`config.mk`:
```
export PLATFORM = sky130hd
export DESIGN_NAME = bmem_arbiter_rr
export DESIGN_NICKNAME = d
export VERILOG_FILES = /design/src/rtl/bmem_arbiter_rr.sv
export SDC_FILE = /design/constraint.sdc
export NUM_CORES = 1
export LEC_CHECK = 0
export BUFFER_PORTS_ARGS = -buffer_cell sky130_fd_sc_hd__buf_2
export CORE_AREA = 4 4 167 169
export DETAILED_ROUTE_END_ITERATION = 8
export DIE_AREA = 0 0 171 173
export GPL_TIMING_DRIVEN = 0
export PLACE_DENSITY = 0.4
export SLEW_MARGIN = 25
export SYNTH_ARGS = -nofsm -noshare
export SYNTH_HDL_FRONTEND = slang
export SYNTH_SLANG_ARGS = --single-unit
```
`constraint.sdc`:
```
create_clock -name clk -period 1.6 [get_ports clk]
set_input_delay 0.08 -clock clk [delete_from_list [all_inputs] [get_ports clk]]
set_output_delay 0.08 -clock clk [all_outputs]
set_load 0.01 [all_outputs]
```
`src/rtl/bmem_arbiter_rr.sv`:
```
// bmem_arbiter_rr: N-client arbiter for the single burst-memory (bmem) port.
// Grants one client per transaction and holds the grant until the transaction
// completes: BURST_LEN write beats, or one read command followed by BURST_LEN
// returned beats. Returned read beats are steered to the current owner.
// Selection is round-robin starting at rr_ptr. Define ARB_FIXED_PRIO_EN to pin
// rr_ptr at 0, which gives strict lowest-index-first priority (client 0 =
// dcache, client 1 = icache).
//
// Ports:
//   clk, rst_n                 clock, async active-low reset
//   client_read/client_write   per-client requests (write wins if both are set)
//   client_addr/client_wdata   packed per-client address / write beat
//   client_grant               one-hot owner, 0 in IDLE
//   client_ready               owner's read command or write beat accepted
//   client_rvalid/client_rdata read beat to owner / broadcast data
//   bmem_*                     memory side command, write and read-return bus
module bmem_arbiter_rr #(
  parameter int NUM_CLIENTS = 2,
  parameter int ADDR_WIDTH  = 32,
  parameter int DATA_WIDTH  = 64,
  parameter int BURST_LEN   = 4
) (
  input  logic                              clk,
  input  logic                              rst_n,
  input  logic [NUM_CLIENTS-1:0]            client_read,
  input  logic [NUM_CLIENTS-1:0]            client_write,
  input  logic [NUM_CLIENTS*ADDR_WIDTH-1:0] client_addr,
  input  logic [NUM_CLIENTS*DATA_WIDTH-1:0] client_wdata,
  output logic [NUM_CLIENTS-1:0]            client_grant,
  output logic [NUM_CLIENTS-1:0]            client_ready,
  output logic [NUM_CLIENTS-1:0]            client_rvalid,
  output logic [DATA_WIDTH-1:0]             client_rdata,
  input  logic                              bmem_ready,
  output logic                              bmem_read,
  output logic                              bmem_write,
  output logic [ADDR_WIDTH-1:0]             bmem_addr,
  output logic [DATA_WIDTH-1:0]             bmem_wdata,
  input  logic                              bmem_rvalid,
  input  logic [DATA_WIDTH-1:0]             bmem_rdata
);

  localparam int OW = $clog2(NUM_CLIENTS);
  localparam int BW = $clog2(BURST_LEN + 1);

  typedef enum logic [1:0] {IDLE, READ_CMD, READ_DATA, WRITE} state_e;

  state_e          state_q, state_d;
  logic [BW-1:0]   beat_cnt_q, beat_cnt_d;
  logic [OW-1:0]   rr_ptr_q, rr_ptr_d;
  logic [OW-1:0]   owner_q, owner_d;

  logic [NUM_CLIENTS-1:0][ADDR_WIDTH-1:0] addr_a;
  logic [NUM_CLIENTS-1:0][DATA_WIDTH-1:0] wdata_a;
  logic [NUM_CLIENTS-1:0]                 req;
  logic [NUM_CLIENTS-1:0]                 owner_oh;
  logic [OW-1:0]                          sel, cand;
  logic [OW-1:0]                          rr_next;
  logic                                   found;
  logic                                   last_beat;
  int                                     idx;

  assign addr_a    = client_addr;
  assign wdata_a   = client_wdata;
  assign req       = client_read | client_write;
  assign last_beat = (beat_cnt_q == BW'(BURST_LEN - 1));

`ifdef ARB_FIXED_PRIO_EN
  assign rr_next = '0;
`else
  assign rr_next = (owner_q == OW'(NUM_CLIENTS - 1)) ? '0 : owner_q + 1'b1;
`endif

  // First requester at or after rr_ptr, wrapping around the client set.
  always_comb begin
    sel   = '0;
    cand  = '0;
    found = 1'b0;
    idx   = 0;
    for (int k = 0; k < NUM_CLIENTS; k++) begin
      idx = int'(rr_ptr_q) + k;
      if (idx >= NUM_CLIENTS) idx = idx - NUM_CLIENTS;
      cand = OW'(idx);
      if (!found && req[cand]) begin
        found = 1'b1;
        sel   = cand;
      end
    end
  end

  always_comb begin
    state_d    = state_q;
    beat_cnt_d = beat_cnt_q;
    rr_ptr_d   = rr_ptr_q;
    owner_d    = owner_q;
    case (state_q)
      IDLE: if (found) begin
        owner_d    = sel;
        beat_cnt_d = '0;
        state_d    = client_write[sel] ? WRITE : READ_CMD;
      end
      READ_CMD: if (bmem_ready) begin
        beat_cnt_d = '0;
        state_d    = READ_DATA;
      end
      READ_DATA: if (bmem_rvalid) begin
        if (last_beat) begin
          beat_cnt_d = '0;
          rr_ptr_d   = rr_next;
          state_d    = IDLE;
        end else begin
          beat_cnt_d = beat_cnt_q + 1'b1;
        end
      end
      WRITE: if (bmem_ready) begin
        if (last_beat) begin
          beat_cnt_d = '0;
          rr_ptr_d   = rr_next;
          state_d    = IDLE;
        end else begin
          beat_cnt_d = beat_cnt_q + 1'b1;
        end
      end
      default: state_d = IDLE;
    endcase
  end

  always_ff @(posedge clk or negedge rst_n) begin
    if (!rst_n) begin
      state_q    <= IDLE;
      beat_cnt_q <= '0;
      rr_ptr_q   <= '0;
      owner_q    <= '0;
    end else begin
      state_q    <= state_d;
      beat_cnt_q <= beat_cnt_d;
      rr_ptr_q   <= rr_ptr_d;
      owner_q    <= owner_d;
    end
  end

  // All outputs decode from registered state, so async reset zeroes them at once.
  always_comb begin
    owner_oh          = '0;
    owner_oh[owner_q] = 1'b1;
    client_grant      = '0;
    client_ready      = '0;
    client_rvalid     = '0;
    client_rdata      = '0;
    bmem_read         = 1'b0;
    bmem_write        = 1'b0;
    bmem_addr         = '0;
    bmem_wdata        = '0;
    case (state_q)
      READ_CMD: begin
        client_grant = owner_oh;
        bmem_read    = 1'b1;
        bmem_addr    = addr_a[owner_q];
        client_ready = bmem_ready ? owner_oh : '0;
      end
      READ_DATA: begin
        client_grant  = owner_oh;
        client_rvalid = bmem_rvalid ? owner_oh : '0;
        client_rdata  = bmem_rdata;
      end
      WRITE: begin
        client_grant = owner_oh;
        bmem_write   = 1'b1;
        bmem_addr    = addr_a[owner_q];
        bmem_wdata   = wdata_a[owner_q];
        client_ready = bmem_ready ? owner_oh : '0;
      end
      default: ;
    endcase
  end

endmodule
```
==> impl_metrics.yaml, run 1 <==
yosys:
  synthArstFlopShare_pct: 100.0
  synth_cells: 343
  syn_area_sq_um: 2515
  seq_area_frac_synth_pct: 6.965
  synth_ff_type: "dfrtp_1"
  yosys.area.top_type_share_pct: 38.61
  synth_area_leaders: "mux2i_1, and2_1, nor2_1"
  synthTopCellsByCount: "mux2i_1, nor2_1, and2_1"
  yosys_warnings: 0
  synth-edff-count: 0
  yosysMostFrequentCell: "mux2i_1"
  syn_avg_cell_area_sq_um: 7.332
  ys_seq_elements: 7
  synth.distinct_cells: 32
  yosys.area.top_type: "mux2i_1"
  syn_nets: 608
layout:
  fillers: 3028
  finalNetCount: 1060
  layout.area.seq_sq_um: 176.4
  area_growth_pct: 130.4
  multi_input_area_sq_um: 2221
  drive_above_1_share_pct: 64.23
  fin_util_pct: 21.81
  antenna_cells: 0
  stdcell_count: 1135
clock_tree:
  clkTransAtPathRegs_ps: 40
  cts_tree: "yes"
  cts_buffers: 3
  clockBufferDepth: 2
  cts.sinks: 7
  htreeDepth: 1
  worstSkewPairLatency_ps: 230
  root_buffer: "clkbuf_16"
worst_setup_path:
  arrival_ps: 1500
  cp.required_ps: 1520
  worst_setup_path_start_kind: "flop"
  end_kind: "output port"
  cp_max_fo: 7
  critPathKind: "flop to output port"
timing:
  min_period_over_period_pct: 98.46
  final-hold-violation-count: 0
  max_freq_mhz: 634.8
  setup_violations: 0
  min_period_ps: 1575
  setup_tns_ps: 0
  tightest_slew_ps: 348.1
  skew_ps: 2.269
  rsz0062_at_grt: "yes"
  slew_violations: 0
  hold_ws_ps: 89.27
  slew_headroom_pct: 76.77
drt:
  drc: 0
  num_vias: 4034
  wl_per_cell_um: 15.26
  vias_per_cell: 3.554
  wl_um: 17320
  drt-initial-drc-count: 111
  drt_pass1_iterations: 4
  ant_nets: 0
placement:
  routabilityCongestion: 0.8592
  dp_hpwl_um: 14890
  io_buffers: 431
  placedCellCount: 1115
floorplan:
  initial_utilization_pct: 9.463
  fp.dieH_um: 173
  rows: 60
  die_w_um: 171
  io_pins: 432
  die_area_sq_um: 29580
  core_area_sq_um: 26580
global_routing:
  grt_util_all_layers_pct: 9.865
  grt_overflow: 0
  grt_pass1_vias: 4011
  grt_max_degree: 11
  antenna_found_initial: 2
  grt_pass1_wl_um: 23110
power:
  max-vdd-ir-drop_v: 0.0004386
  power.leakage_uw: 0.003283
  cellPowerDensity_nw_per_um2: 1518
hold_path:
  hold_class: "input pin to flop"
job:
  maxCapViolCount: 0
status:
  outcome: "finished clean"
-- critical path, stage by stage, from the launching register on --
cell and delay (ps):
dfrtp_1 370, buf_8 150, buf_12 150, buf_12 130, mux2i_1 110, nor2_1 160
buf_2 170
-- per-stage QoR --
step | total power [uW] | worst slack, ps | area (sq um)
CTS | 8124 | 0.4212 | 5418
global route | 9516 | -32.41 | 5796
global placement | 7130 | -57.48 | 5099
detailed placement | 7108 | -70.47 | 5099
finish | 8798 | 24.61 | 5796
floorplan | 4369 | 319.5 | 2515
-- kinds of logic after synthesis --
logic type | count (synthesis) | share of synthesized area, %
fa+ha+maj | 1 | 0.4974
simple gates | 188 | 40.35
mux | 98 | 39.20
compound gates | 13 | 3.583
buf+inv | 36 | 9.403
flops | 7 | 6.965
-- layer usage --
metal  vias to the layer above  share of wire, %  GRT usage (%)
li1                       2035                 -              -
met1                      1793                39          11.66
met2                       198                52          18.89
met3                         6               8.8          2.080
met4                         2              0.18         0.5943
met5                         -             0.075              0
-- layout by cell type (no fill, tap or decap), drive strengths merged --
master / Yosys / layout
nor2: 73 / 73
mux2i: 97 / 97
o31ai: 1 / 1
dfrtp: 7 / 7
ha: 1 / 1
a21boi: 1 / 1
a22o: 1 / 1
o21ai: 4 / 4
dlygate4sd3: 0 / 1
and2: 64 / 64
and3: 2 / 2
nand2: 7 / 7
mux2: 1 / 1
o2111ai: 1 / 1
nor2b: 36 / 36
inv: 4 / 4
buf: 21 / 465
nand2b: 4 / 4
o221ai: 1 / 1
nor4: 1 / 1
clkbuf: 11 / 17
nor4bb: 1 / 1
a31oi: 1 / 1
a21oi: 3 / 3
-- state kept, by name, indices dropped and copies added, names as in the netlist --
| register | count |
|---|---|
| rr_ptr_q | 1 |
| owner_q | 1 |
| beat_cnt_q | 3 |
| state_q | 2 |
-- power breakdown --
group / switching, uW / internal, uW / total, uW
logic: 3990 / 4080 / 8060
clock network: 90.8 / 331 / 422
registers: 60.2 / 254 / 314
total: 4140 / 4660 / 8800
-- timing repair --
item	CTS	global route
hold buffers	1	0
endpoints found under the hold margin	7	0
endpoints found under the setup margin	127	97
setup buffers	5	2
pin swaps	1	2
gates cloned	1	7
resized for setup	50	46
-- cell type report --
cell class,count,share of cell area (%)
buffer,32,7.060
clock buffer,4,1.360
inverter,4,0.2591
multi-input combinational,300,38.32
sequential,7,3.044
tap,341,7.362
timing repair buffer,447,42.60
-- worst paths after layout --
kind                                           start                   endpoint  slack, ps  depth (start not counted)
setup / recovery                 owner_q$_DFFE_PN0P_              bmem_wdata[8]         20                          6
hold / removal                            bmem_ready     state_q[0]$_DFFE_PN0P_         90                          2
setup reg to reg              state_q[0]$_DFFE_PN0P_  beat_cnt_q[0]$_DFFE_PN0P_         70                          5
hold reg to reg            beat_cnt_q[1]$_DFFE_PN0P_  beat_cnt_q[1]$_DFFE_PN0P_        520                          2
max in group asynchronous                      rst_n     state_q[1]$_DFFE_PN0P_       1210                          2
min in group asynchronous                      rst_n        owner_q$_DFFE_PN0P_        220                          2
(Power assumes the default switching activity.)
==> run 2: changes to the inputs <==
==> constraint.sdc (replaced) <==
create_clock -name clk -period 1.63 [get_ports clk]
set_input_delay 0.0815 -clock clk [delete_from_list [all_inputs] [get_ports clk]]
set_output_delay 0.0815 -clock clk [all_outputs]
set_load 0.01 [all_outputs]
==> impl_metrics.yaml, run 2 (synthesis results as in run 1) <==
status:
  outcome: "finished clean"
worst_setup_path:
  r2r_slack_ps: 100
  worstPathCellList: "buf_6 -> buf_12 -> buf_12 -> mux2i_1 -> nor2_1 -> buf_2"
  critical_path.most_common_cell: "buf_12"
  cp_top_family: "buffers and inverters"
  critPathKind: "flop to output port"
  cp_max_fo: 10
  slowest_delay_ps: 360
  arrival_ps: 1490
  cp_slowest_cell: "dfrtp_1"
  critPathBufInv: 4
  end_kind: "output port"
  worst_setup_path_start_kind: "flop"
  cp.required_ps: 1550
layout:
  antenna_cells: 0
  final_common_cell: "buf_2"
  finalNetCount: 1052
  area_growth_pct: 117.5
  reg.largest.list: "beat_cnt_q: 3 flops, state_q: 2 flops"
  regMostFlops: "beat_cnt_q"
  final_cell_mix: "buf_2, mux2i_1, nor2_1"
  final_area_sq_um: 5470
  largest_reg_flops: 3
  drive_above_1_share_pct: 63.10
clock_tree:
  clkTransAtPathRegs_ps: 40
  cts.sinks: 7
  cts_tree: "yes"
  cts_buffers: 3
  root_buffer: "clkbuf_16"
  clockBufferDepth: 2
  htreeDepth: 1
  worstSkewPairLatency_ps: 230
power:
  p_int_uw: 3996
  pwr-share-comb_pct: 90.9
  p_sw_uw: 3894
  pwr-share-seq_pct: 3.9
  switching_share_pct: 49.35
  power.leakage_uw: 0.003160
  max-vdd-ir-drop_v: 0.0004347
  cellPowerDensity_nw_per_um2: 1442
  clkPwrFrac_pct: 5.3
floorplan:
  core_area_sq_um: 26580
  io_pins: 432
  die_area_sq_um: 29580
  rows: 60
  fp.dieH_um: 173
  die_w_um: 171
  initial_utilization_pct: 9.463
timing:
  setup_violations: 0
  slew_violations: 0
  slew_headroom_pct: 76.67
  setup_tns_ps: 0
  max_freq_mhz: 634.9
  min_period_over_period_pct: 96.63
  skew_ps: 2.255
  tightest_slew_ps: 350.0
  min_period_ps: 1575
  rsz0062_at_grt: "yes"
  final-hold-violation-count: 0
global_routing:
  grt_util_all_layers_pct: 9.828
  grt_max_degree: 11
  grt_pass1_vias: 3996
  grt_pass1_wl_um: 23030
  antenna_found_initial: 2
  grt_overflow: 0
placement:
  io_buffers: 431
  routabilityCongestion: 0.8592
  dp_hpwl_um: 14890
  dpl_cell_area_sq_um: 5099
drt:
  drc: 0
  drt_pass1_iterations: 4
  drt-initial-drc-count: 105
  ant_nets: 0
  wl_per_cell_um: 14.82
  num_vias: 3979
  wl_um: 16710
  vias_per_cell: 3.531
job:
  maxCapViolCount: 0
hold_path:
  hold_class: "input pin to flop"
[run 2: cell count changes in the layout (fill, tap and decap cells not counted)]
cell and delta:
clkbuf_16 -8, buf_2 +7, buf_12 -5, buf_4 -4
mux2i_4 -4, and2_1 +2, and2_4 -2, buf_6 -2
buf_8 +2, clkbuf_1 +2, mux2i_1 +2, mux2i_2 +2
clkbuf_2 -1, clkbuf_4 +1
[run 2: layer usage]
layer / vias to the layer above / routed length [um] / track usage, %
li1: 2015 / - / -
met1: 1742 / 6563 / 11.63
met2: 212 / 8502 / 18.81
met3: 8 / 1587 / 2.058
met4: 2 / 38 / 0.5943
met5: - / 13 / 0
[run 2: final timing paths]
kind / from / to / depth (start not counted)
max in group asynchronous: rst_n / state_q[1]$_DFFE_PN0P_ / 2
setup / recovery: owner_q$_DFFE_PN0P_ / bmem_wdata[8] / 6
hold reg to reg: beat_cnt_q[1]$_DFFE_PN0P_ / beat_cnt_q[1]$_DFFE_PN0P_ / 2
setup reg to reg: state_q[0]$_DFFE_PN0P_ / beat_cnt_q[0]$_DFFE_PN0P_ / 5
hold / removal: bmem_ready / state_q[0]$_DFFE_PN0P_ / 2
min in group asynchronous: rst_n / owner_q$_DFFE_PN0P_ / 2
[run 2: layout make-up]
cell class | instances | area (sq um)
multi-input combinational | 300 | 2173
timing repair buffer | 439 | 2248
inverter | 4 | 15.01
clock buffer | 4 | 78.83
sequential | 7 | 176.4
fill | 3060 | 21110
tap | 341 | 426.7
buffer | 32 | 351.6
[run 2: per-stage QoR]
stage | cells | setup WS [ps] | hold slack (ps) | power, uW | util, %
CTS | 1124 | 2.000 | 88.68 | 7739 | 20.03
global route | 1127 | -7.528 | 111.4 | 8573 | 20.58
global placement | 1115 | -28.98 | -67.13 | 6999 | 19.19
finish | 1127 | 54.95 | 90.30 | 7890 | 20.58
detailed placement | 1115 | -41.97 | -71.48 | 6977 | 19.19
floorplan | 343 | 349.5 | -214.1 | 4289 | -
[run 2: worst register-to-register path, cell delays in order, from the launching register on]
cell,delay [ps]
dfrtp_1,360
buf_6,150
buf_4,140
nor2_2,300
a21oi_2,150
mux2_4,310
[run 2: repair_timing]
action	CTS	global route
hold buffers	1	0
hold endpoints to repair	7	0
gates resized for setup	32	35
pin swaps	1	1
cloned	1	0
setup buffers	3	3
endpoints found under the setup margin	126	84
[run 2: power by group through the flow]
stage | Combinational [uW] | Clock, uW | Sequential [uW]
finish | 7170 | 415 | 306
global route | 7810 | 442 | 317
CTS | 7010 | 421 | 305
detailed placement | 6680 | 0 | 301
global placement | 6700 | 0 | 300
floorplan | 4000 | 0 | 289
